**src/rtl/regfile_write_arbiter_pkg.sv**
```systemverilog
// Shared types and constants for the register-file write arbiter.
// Requester indices double as round-robin pointer encodings.
package regfile_write_arbiter_pkg;

  localparam int REG_ADDR_W = 5;
  localparam int XLEN       = 32;
  localparam int NUM_REGS   = 32;

  localparam int REQ_ALU  = 0;
  localparam int REQ_LONG = 1;

  typedef struct packed {
    logic [REG_ADDR_W-1:0] rd;
    logic [XLEN-1:0]       data;
  } wb_req_t;

  function automatic logic is_x0(
    input logic [REG_ADDR_W-1:0] a
  );
    return a == '0;
  endfunction

endpackage

```
**src/rtl/regfile_write_arbiter_scoreboard.sv**
```systemverilog
// Busy vector of registers awaiting a long-latency writeback.
// A set and a clear of the same index at one edge leaves it set.
module regfile_scoreboard
  import regfile_write_arbiter_pkg::*;
(
  input  logic                  clock,
  input  logic                  resetN,
  input  logic                  setEn,
  input  logic [REG_ADDR_W-1:0] setIdx,
  input  logic                  clrEn,
  input  logic [REG_ADDR_W-1:0] clrIdx,
  input  logic [REG_ADDR_W-1:0] rs1,
  input  logic [REG_ADDR_W-1:0] rs2,
  output logic                  hazard
);

  logic [NUM_REGS-1:0] busy;
  logic [NUM_REGS-1:0] busyNext;

  always_comb begin
    busyNext = busy;
    if (clrEn) busyNext[clrIdx] = 1'b0;
    if (setEn) busyNext[setIdx] = 1'b1;
    busyNext[0] = 1'b0;
  end

  always_ff @(posedge clock) begin
    if (!resetN) begin
      busy <= '0;
    end else begin
      busy <= busyNext;
    end
  end

  assign hazard = busy[rs1] | busy[rs2];

endmodule

```
**src/rtl/regfile_write_arbiter.sv**
```systemverilog
// Two-requester arbiter for the register-file write port.
// Define REGFILE_WRITE_ARBITER_SCOREBOARD_EN to add the busy scoreboard.
module regfile_write_arbiter
  import regfile_write_arbiter_pkg::*;
#(
  parameter int FIXED_PRIORITY = 0,
  parameter int MAX_WAIT       = 4
) (
  input  logic                  clock,
  input  logic                  resetN,
  input  logic                  req0Valid,
  output logic                  req0Ready,
  input  logic [REG_ADDR_W-1:0] req0Rd,
  input  logic [XLEN-1:0]       req0Data,
  input  logic                  req1Valid,
  output logic                  req1Ready,
  input  logic [REG_ADDR_W-1:0] req1Rd,
  input  logic [XLEN-1:0]       req1Data,
  output logic                  writeRegister,
  output logic [REG_ADDR_W-1:0] rd,
  output logic [XLEN-1:0]       dataToWrite,
  input  logic                  issueValid,
  input  logic [REG_ADDR_W-1:0] issueRd,
  input  logic [REG_ADDR_W-1:0] rs1,
  input  logic [REG_ADDR_W-1:0] rs2,
  output logic                  hazard
);

  localparam logic [3:0] MAX_W = 4'(MAX_WAIT);

  logic                  rrNext;
  logic [3:0]            waitCnt;
  logic                  gnt0;
  logic                  gnt1;
  wb_req_t               sel;
  logic                  weQ;
  logic [REG_ADDR_W-1:0] rdQ;
  logic [XLEN-1:0]       dataQ;

  // Readies are held low during reset so nothing is consumed then.
  always_comb begin
    gnt0 = 1'b0;
    gnt1 = 1'b0;
    if (FIXED_PRIORITY != 0) begin
      gnt1 = req1Valid & (~req0Valid | (waitCnt == MAX_W));
      gnt0 = req0Valid & ~gnt1;
    end else begin
      gnt0 = req0Valid & (~req1Valid | (rrNext == 1'(REQ_ALU)));
      gnt1 = req1Valid & ~gnt0;
    end
    gnt0 = gnt0 & resetN;
    gnt1 = gnt1 & resetN;
  end

  always_comb begin
    sel = '0;
    unique case (1'b1)
      gnt0: sel = '{rd: req0Rd, data: req0Data};
      gnt1: sel = '{rd: req1Rd, data: req1Data};
      default: ;
    endcase
  end

  always_ff @(posedge clock) begin
    if (!resetN) begin
      rrNext  <= 1'(REQ_ALU);
      waitCnt <= '0;
      weQ     <= 1'b0;
      rdQ     <= '0;
      dataQ   <= '0;
    end else begin
      weQ <= 1'b0;
      if (gnt0 | gnt1) begin
        rrNext <= gnt0 ? 1'(REQ_LONG) : 1'(REQ_ALU);
        if (!is_x0(sel.rd)) begin
          weQ   <= 1'b1;
          rdQ   <= sel.rd;
          dataQ <= sel.data;
        end
      end
      if (gnt1 || !req1Valid) begin
        waitCnt <= '0;
      end else begin
        waitCnt <= waitCnt + 4'd1;
      end
    end
  end

  assign req0Ready     = gnt0;
  assign req1Ready     = gnt1;
  // Reset suppresses a pending write before the regfile samples it.
  assign writeRegister = weQ & resetN;
  assign rd            = rdQ;
  assign dataToWrite   = dataQ;

`ifdef REGFILE_WRITE_ARBITER_SCOREBOARD_EN
  regfile_scoreboard u_sb (
    .clock  (clock),
    .resetN (resetN),
    .setEn  (issueValid),
    .setIdx (issueRd),
    .clrEn  (gnt1),
    .clrIdx (req1Rd),
    .rs1    (rs1),
    .rs2    (rs2),
    .hazard (hazard)
  );
`else
  logic unusedSb;
  assign unusedSb = ^{issueValid, issueRd, rs1, rs2};
  assign hazard   = 1'b0;
`endif

endmodule

```
**config.mk**
```make
export PLATFORM = sky130hd
export DESIGN_NAME = regfile_write_arbiter
export DESIGN_NICKNAME = d
export VERILOG_FILES = /design/src/rtl/regfile_write_arbiter_pkg.sv /design/src/rtl/regfile_write_arbiter_scoreboard.sv /design/src/rtl/regfile_write_arbiter.sv
export SDC_FILE = /design/constraint.sdc
export NUM_CORES = 1
export LEC_CHECK = 0
export CAP_MARGIN = 20
export CORE_MARGIN = 2
export CORE_UTILIZATION = 31
export DETAILED_ROUTE_END_ITERATION = 10
export HOLD_SLACK_MARGIN = 0.02
export PLACE_DENSITY = 0.77
export SYNTH_ARGS = -nofsm -noshare
export SYNTH_HDL_FRONTEND = slang
export SYNTH_SLANG_ARGS = --single-unit
```
**constraint.sdc**
```tcl
create_clock -name clock -period 1.7 [get_ports clock]
set_clock_uncertainty 0.1 [all_clocks]
set_input_delay 0.425 -clock clock [delete_from_list [all_inputs] [get_ports clock]]
set_output_delay 0.425 -clock clock [all_outputs]
set_load 0.005 [all_outputs]
```
==> impl_metrics.yaml, run 1 <==
run_status:
  status: "finished with violations"
  violated_checks: "negative setup slack"
global_route:
  grt_remaining_overflow: 0
  grt_resource_usage_total: 0.192
  antenna_violations_before_repair: 0
  global_route_wire_length_before_repair_um: 9750
  grt_max_degree: 36
  first_global_vias: 2014
floorplan:
  die-height_um: 80.7
  design.portCount: 135
  die_x_um: 80.7
  placeableCoreArea_sq_um: 5610
  rows: 27
  initial_utilization: 0.325
  dieArea_sq_um: 6510
yosys:
  synth_top_family_by_area: "compound AO/OA/AOI/OAI gates"
  post_synthesis_compound_gate_area_fraction: 0.439
  mappedNetlistArea_sq_um: 1820
  synthMuxAreaShare: 0
  synth-simple-area-share: 0.0536
  synth.distinct_cells: 26
  ys.warnings.count: 0
  synth_sequential_area_ratio: 0.429
  synthAdderAreaFrac: 0
  syn-mean-instance-area_sq_um: 9.49
  post_synth_inst_count: 192
  postSynthNetCount: 286
  synth_seq_cells: 39
  share_of_the_synthesized_netlist_area_taken_by_xor_and_xnor_gates: 0
detailed_routing:
  num_vias: 2079
  ant_nets: 0
  drtIter0Drc: 75
  drt_pre_antenna_iters: 4
  drc_errors: 0
  routedWlPerCell_um: 16.7
  avgViaCountPerCell: 5.36
  route.final.wire_length_um: 6480
clocking:
  cts-root-to-sink-buffers: 2
  tritoncts_clock_tree: "built"
  htree_levels: 2
  cts.reportedPaths.clkPinSlew_ns: 0.07
  clk_latency_ns: 0.28
  clock_sinks: 39
  clockRootBuffer: "sky130_fd_sc_hd__clkbuf_8"
  post_cts_hold_buffer_count: 0
  cts_buf_count: 5
final_layout:
  flow.area_growth_from_synthesis_pct: 86.1
  ff_latch_area_sq_um: 793
  antenna-diode-count: 0
  multi_input_comb_area_sq_um: 1000
  layout-drive-gt1-share: 0.215
  filler_cell_count: 474
  finish.net_count: 409
  post-route-cell-area_sq_um: 3390
job:
  max_cap_viol_count: 0
worst_setup_path:
  required_ns: 1.77
  setup.worst_path.start: "rrNext"
  path_max_fanout: 8
  crit_path_end_kind: "register"
  worstReg2RegStart: "rrNext"
  worstPathArrival_ns: 2.04
  critPathKind: "reg2reg"
  start_kind: "register"
sta:
  timing.final.max_slew_violations: 0
  rsz0062_at_grt: "yes"
  finalHoldViolCount: 0
  fin_worst_hold_slack_ns: 0.351
  post-route-worst-setup-slack_ns: -0.266
  fin_crit_sh: 1.16
  max_freq_mhz: 509
  setup_viol: 38
  layout_min_cycle_time_ns: 1.97
place:
  gp_congestion: 0.702
  port_buf_inserts: 117
  dp_hpwl_um: 4120
  postPlaceCellArea_sq_um: 3070
power:
  power_per_cell_area_nw_per_um2: 817
  irDropWorstVdd_uv: 437
  p_leak_uw: 0.00149
hold_path:
  type_of_the_tightest_min_delay_check: "reg2reg"
  hold_start: "rd[3]"
==> through the flow <==
step | setup TNS, ns | power (uW) | setup WS (ns) | std cells | util
6_report | -8.36 | 2770 | -0.266 | 388 | 0.605
5_1_grt | -11.17 | 2900 | -0.347 | 388 | 0.605
4_1_cts | -7.46 | 2770 | -0.223 | 385 | 0.589
3_5_place_dp | -28.67 | 1830 | -0.771 | 373 | 0.548
3_3_place_gp | -26.82 | 1810 | -0.720 | 373 | 0.548
2_1_floorplan | -3.87 | 1390 | -0.139 | 192 | -
==> synthesized netlist by cell type <==
| cell | instances | area share |
|---|---|---|
| sky130_fd_sc_hd__a21boi_2 | 1 | 0.0062 |
| sky130_fd_sc_hd__a21oi_1 | 35 | 0.096 |
| sky130_fd_sc_hd__a22oi_1 | 32 | 0.13 |
| sky130_fd_sc_hd__a32o_2 | 5 | 0.031 |
| sky130_fd_sc_hd__and2_1 | 1 | 0.0034 |
| sky130_fd_sc_hd__and3_1 | 1 | 0.0034 |
| sky130_fd_sc_hd__and3_2 | 1 | 0.0041 |
| sky130_fd_sc_hd__buf_2 | 1 | 0.0027 |
| sky130_fd_sc_hd__buf_4 | 1 | 0.0041 |
| sky130_fd_sc_hd__buf_6 | 6 | 0.037 |
| sky130_fd_sc_hd__clkbuf_1 | 15 | 0.031 |
| sky130_fd_sc_hd__conb_1 | 1 | 0.0021 |
| sky130_fd_sc_hd__dfxtp_1 | 39 | 0.43 |
| sky130_fd_sc_hd__inv_1 | 1 | 0.0021 |
| sky130_fd_sc_hd__nand2_1 | 8 | 0.016 |
| sky130_fd_sc_hd__nand2b_4 | 1 | 0.0076 |
| sky130_fd_sc_hd__nand3_1 | 2 | 0.0055 |
| sky130_fd_sc_hd__nand3_4 | 1 | 0.0096 |
| sky130_fd_sc_hd__nand4_1 | 1 | 0.0034 |
| sky130_fd_sc_hd__o211a_1 | 1 | 0.0055 |
| sky130_fd_sc_hd__o21a_1 | 1 | 0.0041 |
| sky130_fd_sc_hd__o21ai_1 | 3 | 0.0082 |
| sky130_fd_sc_hd__o31a_4 | 1 | 0.0096 |
| sky130_fd_sc_hd__o31ai_1 | 31 | 0.13 |
| sky130_fd_sc_hd__o31ai_2 | 1 | 0.0069 |
| sky130_fd_sc_hd__o31ai_4 | 1 | 0.012 |
==> logic make-up (layout without fill, tap and decap cells) <==
group                  after synthesis  in the layout
AND/OR/NAND/NOR                     16             16
flip-flops                          39             39
buffers and inverters               24            146
AO/OA/AOI/OAI                      112            114
other                                1              1
==> path summary, 6_finish.rpt <==
path	slack, ns	cells past startpoint	endpoint
worst min-delay path	0.35	2	rd[3]
worst max register to register	-0.27	6	dataToWrite[29]
worst min register to register	0.35	2	rd[3]
worst max-delay path	-0.27	6	dataToWrite[29]
==> routing by layer <==
| metal | track usage | part of all wire | vias up |
|---|---|---|---|
| met2 | 0.345 | 0.49 | 92 |
| met5 | 0 | 0 | - |
| met3 | 0.0573 | 0.089 | 4 |
| met1 | 0.225 | 0.41 | 974 |
| met4 | 0.0407 | 0.0059 | 0 |
| li1 | - | - | 1009 |
==> repair_timing <==
item / 4_1_cts / 5_1_grt
gates cloned: 1 / 1
pin swaps: 5 / 4
resized for setup: 32 / 28
endpoints found under the hold margin: 0 / 0
buffers inserted: 3 / 2
setup endpoints to repair: 41 / 62
==> sequential cells by signal, indices dropped and copies added, names as in the netlist <==
register and flops:
dataToWrite 32, rd 5, rrNext 1, weQ 1
==> area by class of cell <==
cell class                 instances  share of cell area
timing repair buffer             137               0.404
multi-input combinational        131               0.295
sequential                        39               0.234
tap                               72              0.0266
clock buffer                       6              0.0214
clock inverter                     2              0.0177
inverter                           1             0.00111
==> critical path, stage by stage, from the launching register on <==
cell and delay [ns]:
sky130_fd_sc_hd__dfxtp_4 0.34, sky130_fd_sc_hd__nand2b_4 0.14, sky130_fd_sc_hd__buf_6 0.12, sky130_fd_sc_hd__a32o_2 0.31
sky130_fd_sc_hd__o31a_2 0.48, sky130_fd_sc_hd__o31ai_1 0.30, sky130_fd_sc_hd__a21oi_1 0.06
==> layout by cell type, fill, tap and decap left out, types with 2 or more instances in the layout <==
cell	synthesis	routed
sky130_fd_sc_hd__a21oi_1	35	31
sky130_fd_sc_hd__o31ai_1	31	26
sky130_fd_sc_hd__dfxtp_1	39	31
sky130_fd_sc_hd__o21ai_1	3	2
sky130_fd_sc_hd__buf_2	1	3
sky130_fd_sc_hd__buf_4	1	14
sky130_fd_sc_hd__clkdlybuf4s50_1	0	96
sky130_fd_sc_hd__a22oi_1	32	32
sky130_fd_sc_hd__buf_6	6	5
sky130_fd_sc_hd__clkbuf_8	0	5
sky130_fd_sc_hd__o31ai_2	1	6
sky130_fd_sc_hd__and3_4	0	2
sky130_fd_sc_hd__a21oi_2	0	4
sky130_fd_sc_hd__dfxtp_2	0	7
sky130_fd_sc_hd__nand3_2	0	2
sky130_fd_sc_hd__o31a_4	1	2
sky130_fd_sc_hd__bufinv_16	0	2
sky130_fd_sc_hd__a32o_2	5	5
sky130_fd_sc_hd__dlymetal6s2s_1	0	15
sky130_fd_sc_hd__nand2_1	8	7
==> where the power goes <==
group | switching, uW | total [uW] | internal (uW)
Clock | 320 | 907 | 587
Sequential | 51.2 | 1060 | 1010
Combinational | 329 | 802 | 472
Total | 701 | 2770 | 2070
(Power assumes the default switching activity.)
==> inputs of run 2 (changes only) <==
--- a/config.mk
+++ b/config.mk
@@ -9,8 +9,9 @@
 export CORE_MARGIN = 2
 export CORE_UTILIZATION = 31
 export DETAILED_ROUTE_END_ITERATION = 10
+export GPL_TIMING_DRIVEN = 0
 export HOLD_SLACK_MARGIN = 0.02
-export PLACE_DENSITY = 0.77
+export PLACE_DENSITY = 0.86
 export SYNTH_ARGS = -nofsm -noshare
 export SYNTH_HDL_FRONTEND = slang
 export SYNTH_SLANG_ARGS = --single-unit
==> run 2 against run 1 <==
The flow still finishes with violations (negative setup slack); sequential power hardly changed; non-clock buffer count is 37 higher; cell count is 9.0% higher; total power is 14% higher; via count is 8.5% higher; critical path depth is 1 higher; combinational power is 38% higher; register-to-register slack worse by 0.08 ns; core utilization is 14 points higher; worst hold slack better by 0.023 ns; largest cell class unchanged; highest routed layer unchanged.
==> impl_metrics.yaml, run 2 (synthesis results as in run 1) <==
run_status:
  status: "finished with violations"
  violated_checks: "negative setup slack"
sta:
  setup_viol: 40
  rsz0062_at_grt: "yes"
  timing.final.max_slew_violations: 0
  fin_worst_hold_slack_ns: 0.374
  maxSlewHeadroom: 0.267
  finalHoldViolCount: 0
  post-route-worst-setup-slack_ns: -0.349
  least_margin_pin_slew_ns: 1.10
  max_freq_mhz: 488
  layout_min_cycle_time_ns: 2.05
  fin_crit_sh: 1.21
power:
  power_per_cell_area_nw_per_um2: 760
  p_leak_uw: 0.00180
  net-switching-power_uw: 889
  netSwitchingFraction: 0.281
  irDropWorstVdd_uv: 495
  clockPowerShare: 0.301
  combinationalPowerShare: 0.353
  cellInternalPower_uw: 2270
  design_power_total_uw: 3160
  sequentialPowerShare: 0.346
detailed_routing:
  drc_errors: 0
  avgViaCountPerCell: 5.33
  drt_pre_antenna_iters: 4
  ant_nets: 0
  route.final.wire_length_um: 7440
  drtIter0Drc: 83
  routedWlPerCell_um: 17.6
  num_vias: 2255
clocking:
  cts_buf_count: 5
  tritoncts_clock_tree: "built"
  clockRootBuffer: "sky130_fd_sc_hd__clkbuf_8"
  htree_levels: 2
  clock_sinks: 39
  clk_latency_ns: 0.28
  cts-root-to-sink-buffers: 2
  cts.reportedPaths.clkPinSlew_ns: 0.09
place:
  gp_congestion: 0.688
  postPlaceCellArea_sq_um: 3090
  dp_hpwl_um: 4590
  port_buf_inserts: 117
  dp_cells: 381
global_route:
  global_route_wire_length_before_repair_um: 10600
  antenna_violations_before_repair: 0
  first_global_vias: 2225
  grt_max_degree: 15
  grt_remaining_overflow: 0
  grt_resource_usage_total: 0.210
job:
  max_cap_viol_count: 0
floorplan:
  die-height_um: 80.7
  initial_utilization: 0.325
  placeableCoreArea_sq_um: 5610
  rows: 27
  die_x_um: 80.7
  design.portCount: 135
  dieArea_sq_um: 6510
worst_setup_path:
  required_ns: 1.78
  worstPathArrival_ns: 2.13
  crit_path_end_kind: "register"
  start_kind: "register"
  path_max_fanout: 8
  critPathKind: "reg2reg"
final_layout:
  final_util: 0.741
  largest_register_ff_count: 32
  finish.net_count: 444
  flow.area_growth_from_synthesis_pct: 128
  layout-drive-gt1-share: 0.419
  antenna-diode-count: 0
  post-route-cell-area_sq_um: 4160
  layout.cells.most_common_list: "sky130_fd_sc_hd__clkdlybuf4s50_1 (88), sky130_fd_sc_hd__a22oi_1 (32), sky130_fd_sc_hd__buf_4 (30)"
  final-instance-count-excl-fill: 423
  mostFrequentLayoutCell: "sky130_fd_sc_hd__clkdlybuf4s50_1"
hold_path:
  type_of_the_tightest_min_delay_check: "reg2reg"
-- run 2: cell types whose count changed in the layout (fill, tap and decap cells not counted), moves of 4 or more --
cell                              previous run  this run
sky130_fd_sc_hd__clkbuf_1                    1         5
sky130_fd_sc_hd__buf_4                      14        30
sky130_fd_sc_hd__dfxtp_1                    31        13
sky130_fd_sc_hd__a21oi_1                    31        25
sky130_fd_sc_hd__o31ai_4                     1        27
sky130_fd_sc_hd__o31ai_1                    26         3
sky130_fd_sc_hd__a21oi_2                     4        10
sky130_fd_sc_hd__dfxtp_2                     7        25
sky130_fd_sc_hd__buf_6                       5        10
sky130_fd_sc_hd__dlygate4sd2_1               1         5
sky130_fd_sc_hd__clkdlybuf4s50_1            96        88
-- run 2: final timing paths --
| check | startpoint | to | slack, ns | cells past startpoint |
|---|---|---|---|---|
| setup / recovery | rrNext | dataToWrite[17] | -0.35 | 7 |
| hold / removal | rd[4] | rd[4] | 0.37 | 2 |
| hold reg to reg | rd[4] | rd[4] | 0.37 | 2 |
| setup reg to reg | rrNext | dataToWrite[17] | -0.35 | 7 |
-- run 2: repair_timing --
item	CTS	global route
gates cloned	3	0
resized for setup	113	71
hold buffers	0	0
pin swaps	17	11
buffers inserted	15	19
endpoints found under the setup margin	45	69
-- run 2: layout make-up --
| type | instances | area, sq um |
|---|---|---|
| Clock buffer | 5 | 68.8 |
| Clock inverter | 3 | 71.3 |
| Sequential cell | 39 | 816 |
| Buffer | 21 | 226 |
| Tap cell | 72 | 90.1 |
| Multi-Input combinational cell | 129 | 1340 |
| Inverter | 1 | 3.75 |
| Timing Repair Buffer | 153 | 1540 |
| Fill cell | 375 | 1450 |
-- run 2: layer usage --
layer  track usage  up-vias  part of all wire
met3        0.0663       10             0.086
li1              -     1074                 -
met4        0.0407        0             0.014
met2         0.394       95              0.51
met5             0        -                 0
met1         0.230     1076              0.39
-- run 2: stage by stage --
stage          TNS (ns)  worst slack [ns]
5_1_grt          -12.46            -0.387
6_report         -10.96            -0.349
3_3_place_gp     -34.20             -1.38
2_1_floorplan     -3.87            -0.139
3_5_place_dp     -35.37             -1.42
4_1_cts           -9.19            -0.281
-- run 2: power by group through the flow --
stage	registers [uW]	logic, uW	clock network (uW)
2_1_floorplan	1080	306	0
4_1_cts	1080	950	969
3_5_place_dp	1080	758	0
3_3_place_gp	1080	743	0
6_report	1090	1110	952
5_1_grt	1100	1180	1010
-- run 2: critical path, cell delays in order (launching register included) --
cell and delay (ns):
sky130_fd_sc_hd__dfxtp_4 0.35, sky130_fd_sc_hd__nand2b_4 0.14, sky130_fd_sc_hd__buf_6 0.12, sky130_fd_sc_hd__a32o_2 0.30, sky130_fd_sc_hd__o31a_4 0.46, sky130_fd_sc_hd__buf_8 0.18
sky130_fd_sc_hd__o31ai_4 0.24, sky130_fd_sc_hd__a21oi_2 0.06
==> inputs of run 3 (changes only) <==
--- a/config.mk
+++ b/config.mk
@@ -7,11 +7,13 @@
 export LEC_CHECK = 0
 export CAP_MARGIN = 20
 export CORE_MARGIN = 2
-export CORE_UTILIZATION = 31
+export CORE_UTILIZATION = 45
 export DETAILED_ROUTE_END_ITERATION = 10
+export DONT_BUFFER_PORTS = 1
 export GPL_TIMING_DRIVEN = 0
 export HOLD_SLACK_MARGIN = 0.02
-export PLACE_DENSITY = 0.86
+export PLACE_DENSITY = 0.71
+export SKIP_LAST_GASP = 1
 export SYNTH_ARGS = -nofsm -noshare
 export SYNTH_HDL_FRONTEND = slang
 export SYNTH_SLANG_ARGS = --single-unit
==> run 3 against run 2 <==
The flow still finishes with violations (negative setup slack); worst hold slack got worse by 0.19 ns; non-clock buffer count is 144 lower; clock power fell by 17%.
==> impl_metrics.yaml, run 3 (synthesis results as in run 1) <==
run_status:
  status: "finished with violations"
  violated_checks: "negative setup slack"
final_layout:
  flow.area_growth_from_synthesis_pct: 25.0
  finish.net_count: 300
  filler_cell_count: 362
  layout-drive-gt1-share: 0.348
  antenna-diode-count: 0
  layout.cells.most_common_list: "sky130_fd_sc_hd__dfxtp_1 (38), sky130_fd_sc_hd__a21oi_1 (33), sky130_fd_sc_hd__a22oi_1 (32)"
  mostFrequentLayoutCell: "sky130_fd_sc_hd__dfxtp_1"
  ff_latch_area_sq_um: 782
  multi_input_comb_area_sq_um: 1080
  largest_register_ff_count: 32
global_route:
  grt_remaining_overflow: 0
  grt_resource_usage_total: 0.206
  global_route_wire_length_before_repair_um: 7030
  grt_max_degree: 13
  first_global_vias: 1493
  antenna_violations_before_repair: 0
clocking:
  cts-root-to-sink-buffers: 2
  cts_buf_count: 5
  cts.reportedPaths.clkPinSlew_ns: 0.08
  htree_levels: 2
  clock_sinks: 39
  clk_latency_ns: 0.29
  clockRootBuffer: "sky130_fd_sc_hd__clkbuf_8"
  tritoncts_clock_tree: "built"
worst_setup_path:
  worstPathArrival_ns: 1.95
  timing.reg2reg.worst_path_depth: 6
  critical-path-top-delay-family: "compound AO/OA/AOI/OAI gates"
  worstPathCellList: "nand2b_4, a32o_2, o31a_4, buf_8, o31ai_1, a21oi_1"
  path_max_fanout: 10
  start_kind: "register"
  cpPeakStageDelay_ns: 0.40
  critPathKind: "reg2reg"
  crit_path_end_kind: "register"
  r2r_setup_slack_ns: -0.18
  required_ns: 1.77
  regToRegEndpoint: "dataToWrite[28]"
  worstReg2RegStart: "rrNext"
  critical-path-slowest-cell: "sky130_fd_sc_hd__o31a_4"
  critPathBufInv: 1
power:
  p_leak_uw: 0.000819
  power_per_cell_area_nw_per_um2: 1040
  irDropWorstVdd_uv: 567
detailed_routing:
  routedWlPerCell_um: 19.2
  drtIter0Drc: 62
  ant_nets: 0
  route.final.wire_length_um: 4930
  num_vias: 1620
  drc_errors: 0
  drt_pre_antenna_iters: 4
  avgViaCountPerCell: 6.30
sta:
  least_margin_pin_slew_ns: 0.745
  maxSlewHeadroom: 0.503
  post-route-worst-setup-slack_ns: -0.181
  max_freq_mhz: 532
  setup_viol: 37
  layout_min_cycle_time_ns: 1.88
  finalHoldViolCount: 0
  rsz0062_at_grt: "yes"
  fin_worst_hold_slack_ns: 0.188
  fin_crit_sh: 1.11
  timing.final.max_slew_violations: 0
floorplan:
  rows: 23
  design.portCount: 135
  dieArea_sq_um: 4570
  placeableCoreArea_sq_um: 3940
  die-height_um: 67.6
  initial_utilization: 0.462
  die_x_um: 67.6
job:
  max_cap_viol_count: 0
hold_path:
  type_of_the_tightest_min_delay_check: "in2reg"
  min_path_cells: 1
  hold_path_end: "rrNext"
  hold_start: "req0Valid"
place:
  dp_hpwl_um: 3390
  port_buf_inserts: 0
  dp_slack_ns: -0.271
  gp_congestion: 0.696
-- run 3: changes by cell type in the layout (fill, tap and decap cells not counted), sizes merged, moves of 2 or more --
| cell | before | now |
|---|---|---|
| clkdlybuf4s50 | 88 | 0 |
| buf | 50 | 20 |
| dlymetal6s2s | 18 | 0 |
| dlygate4sd2 | 5 | 0 |
| clkdlybuf4s15 | 2 | 0 |
-- run 3: per-stage QoR --
step                      instance area, sq um  TNS [ns]  utilization  power [uW]  instances
after CTS                                 2170     -5.25        0.551        2340        254
after global routing                      2280     -8.05        0.578        2480        257
after global placement                    1890     -7.60        0.480        1470        242
after detailed placement                  1890     -7.80        0.480        1480        242
after floorplan                           1830     -3.87            -        1390        192
final                                     2280     -5.25        0.578        2370        257
-- run 3: timing repair --
action,in CTS,in global routing
gates cloned,0,1
hold buffers,0,0
pin swaps,3,1
buffers inserted,6,2
resized for setup,29,20
endpoints found under the setup margin,38,41
endpoints found under the hold margin,0,0
-- run 3: worst max-delay path by stage --
| stage | startpoint | cells after the start | endpoint |
|---|---|---|---|
| floorplan | req0Valid | 6 | dataToWrite[24] |
| global placement | resetN | 5 | dataToWrite[4] |
| detailed placement | rrNext | 4 | req1Ready |
| CTS | rrNext | 6 | dataToWrite[26] |
| global route | rrNext | 7 | dataToWrite[23] |
| finish | rrNext | 6 | dataToWrite[28] |
-- run 3: where the power goes --
| part | total (uW) | leakage, uW | switching (uW) | internal [uW] |
|---|---|---|---|---|
| registers | 1090 | 0.000323 | 85.9 | 1010 |
| clock network | 791 | 0.0000612 | 316 | 475 |
| logic | 488 | 0.000435 | 260 | 228 |
-- run 3: worst register-to-register path, delay by kind of cell, from the launching register on --
kind / cells / cell delay [ns]
compound gates: 4 / 0.98
buf+inv: 1 / 0.16
flops: 1 / 0.35
simple gates: 1 / 0.17
-- run 3: cell type report --
cell class / instances / area share
clock buffer: 6 / 0.0363
buffer: 21 / 0.0665
sequential: 39 / 0.343
clock inverter: 2 / 0.0154
tap: 50 / 0.0275
timing repair buffer: 9 / 0.0368
multi-input combinational: 129 / 0.473
inverter: 1 / 0.00165
-- run 3: metal layers --
metal	vias to the layer above	part of all wire	GRT usage
met1	763	0.42	0.253
met4	0	0.0059	0.0587
li1	779	-	-
met5	-	0	0
met2	74	0.48	0.331
met3	4	0.093	0.0833
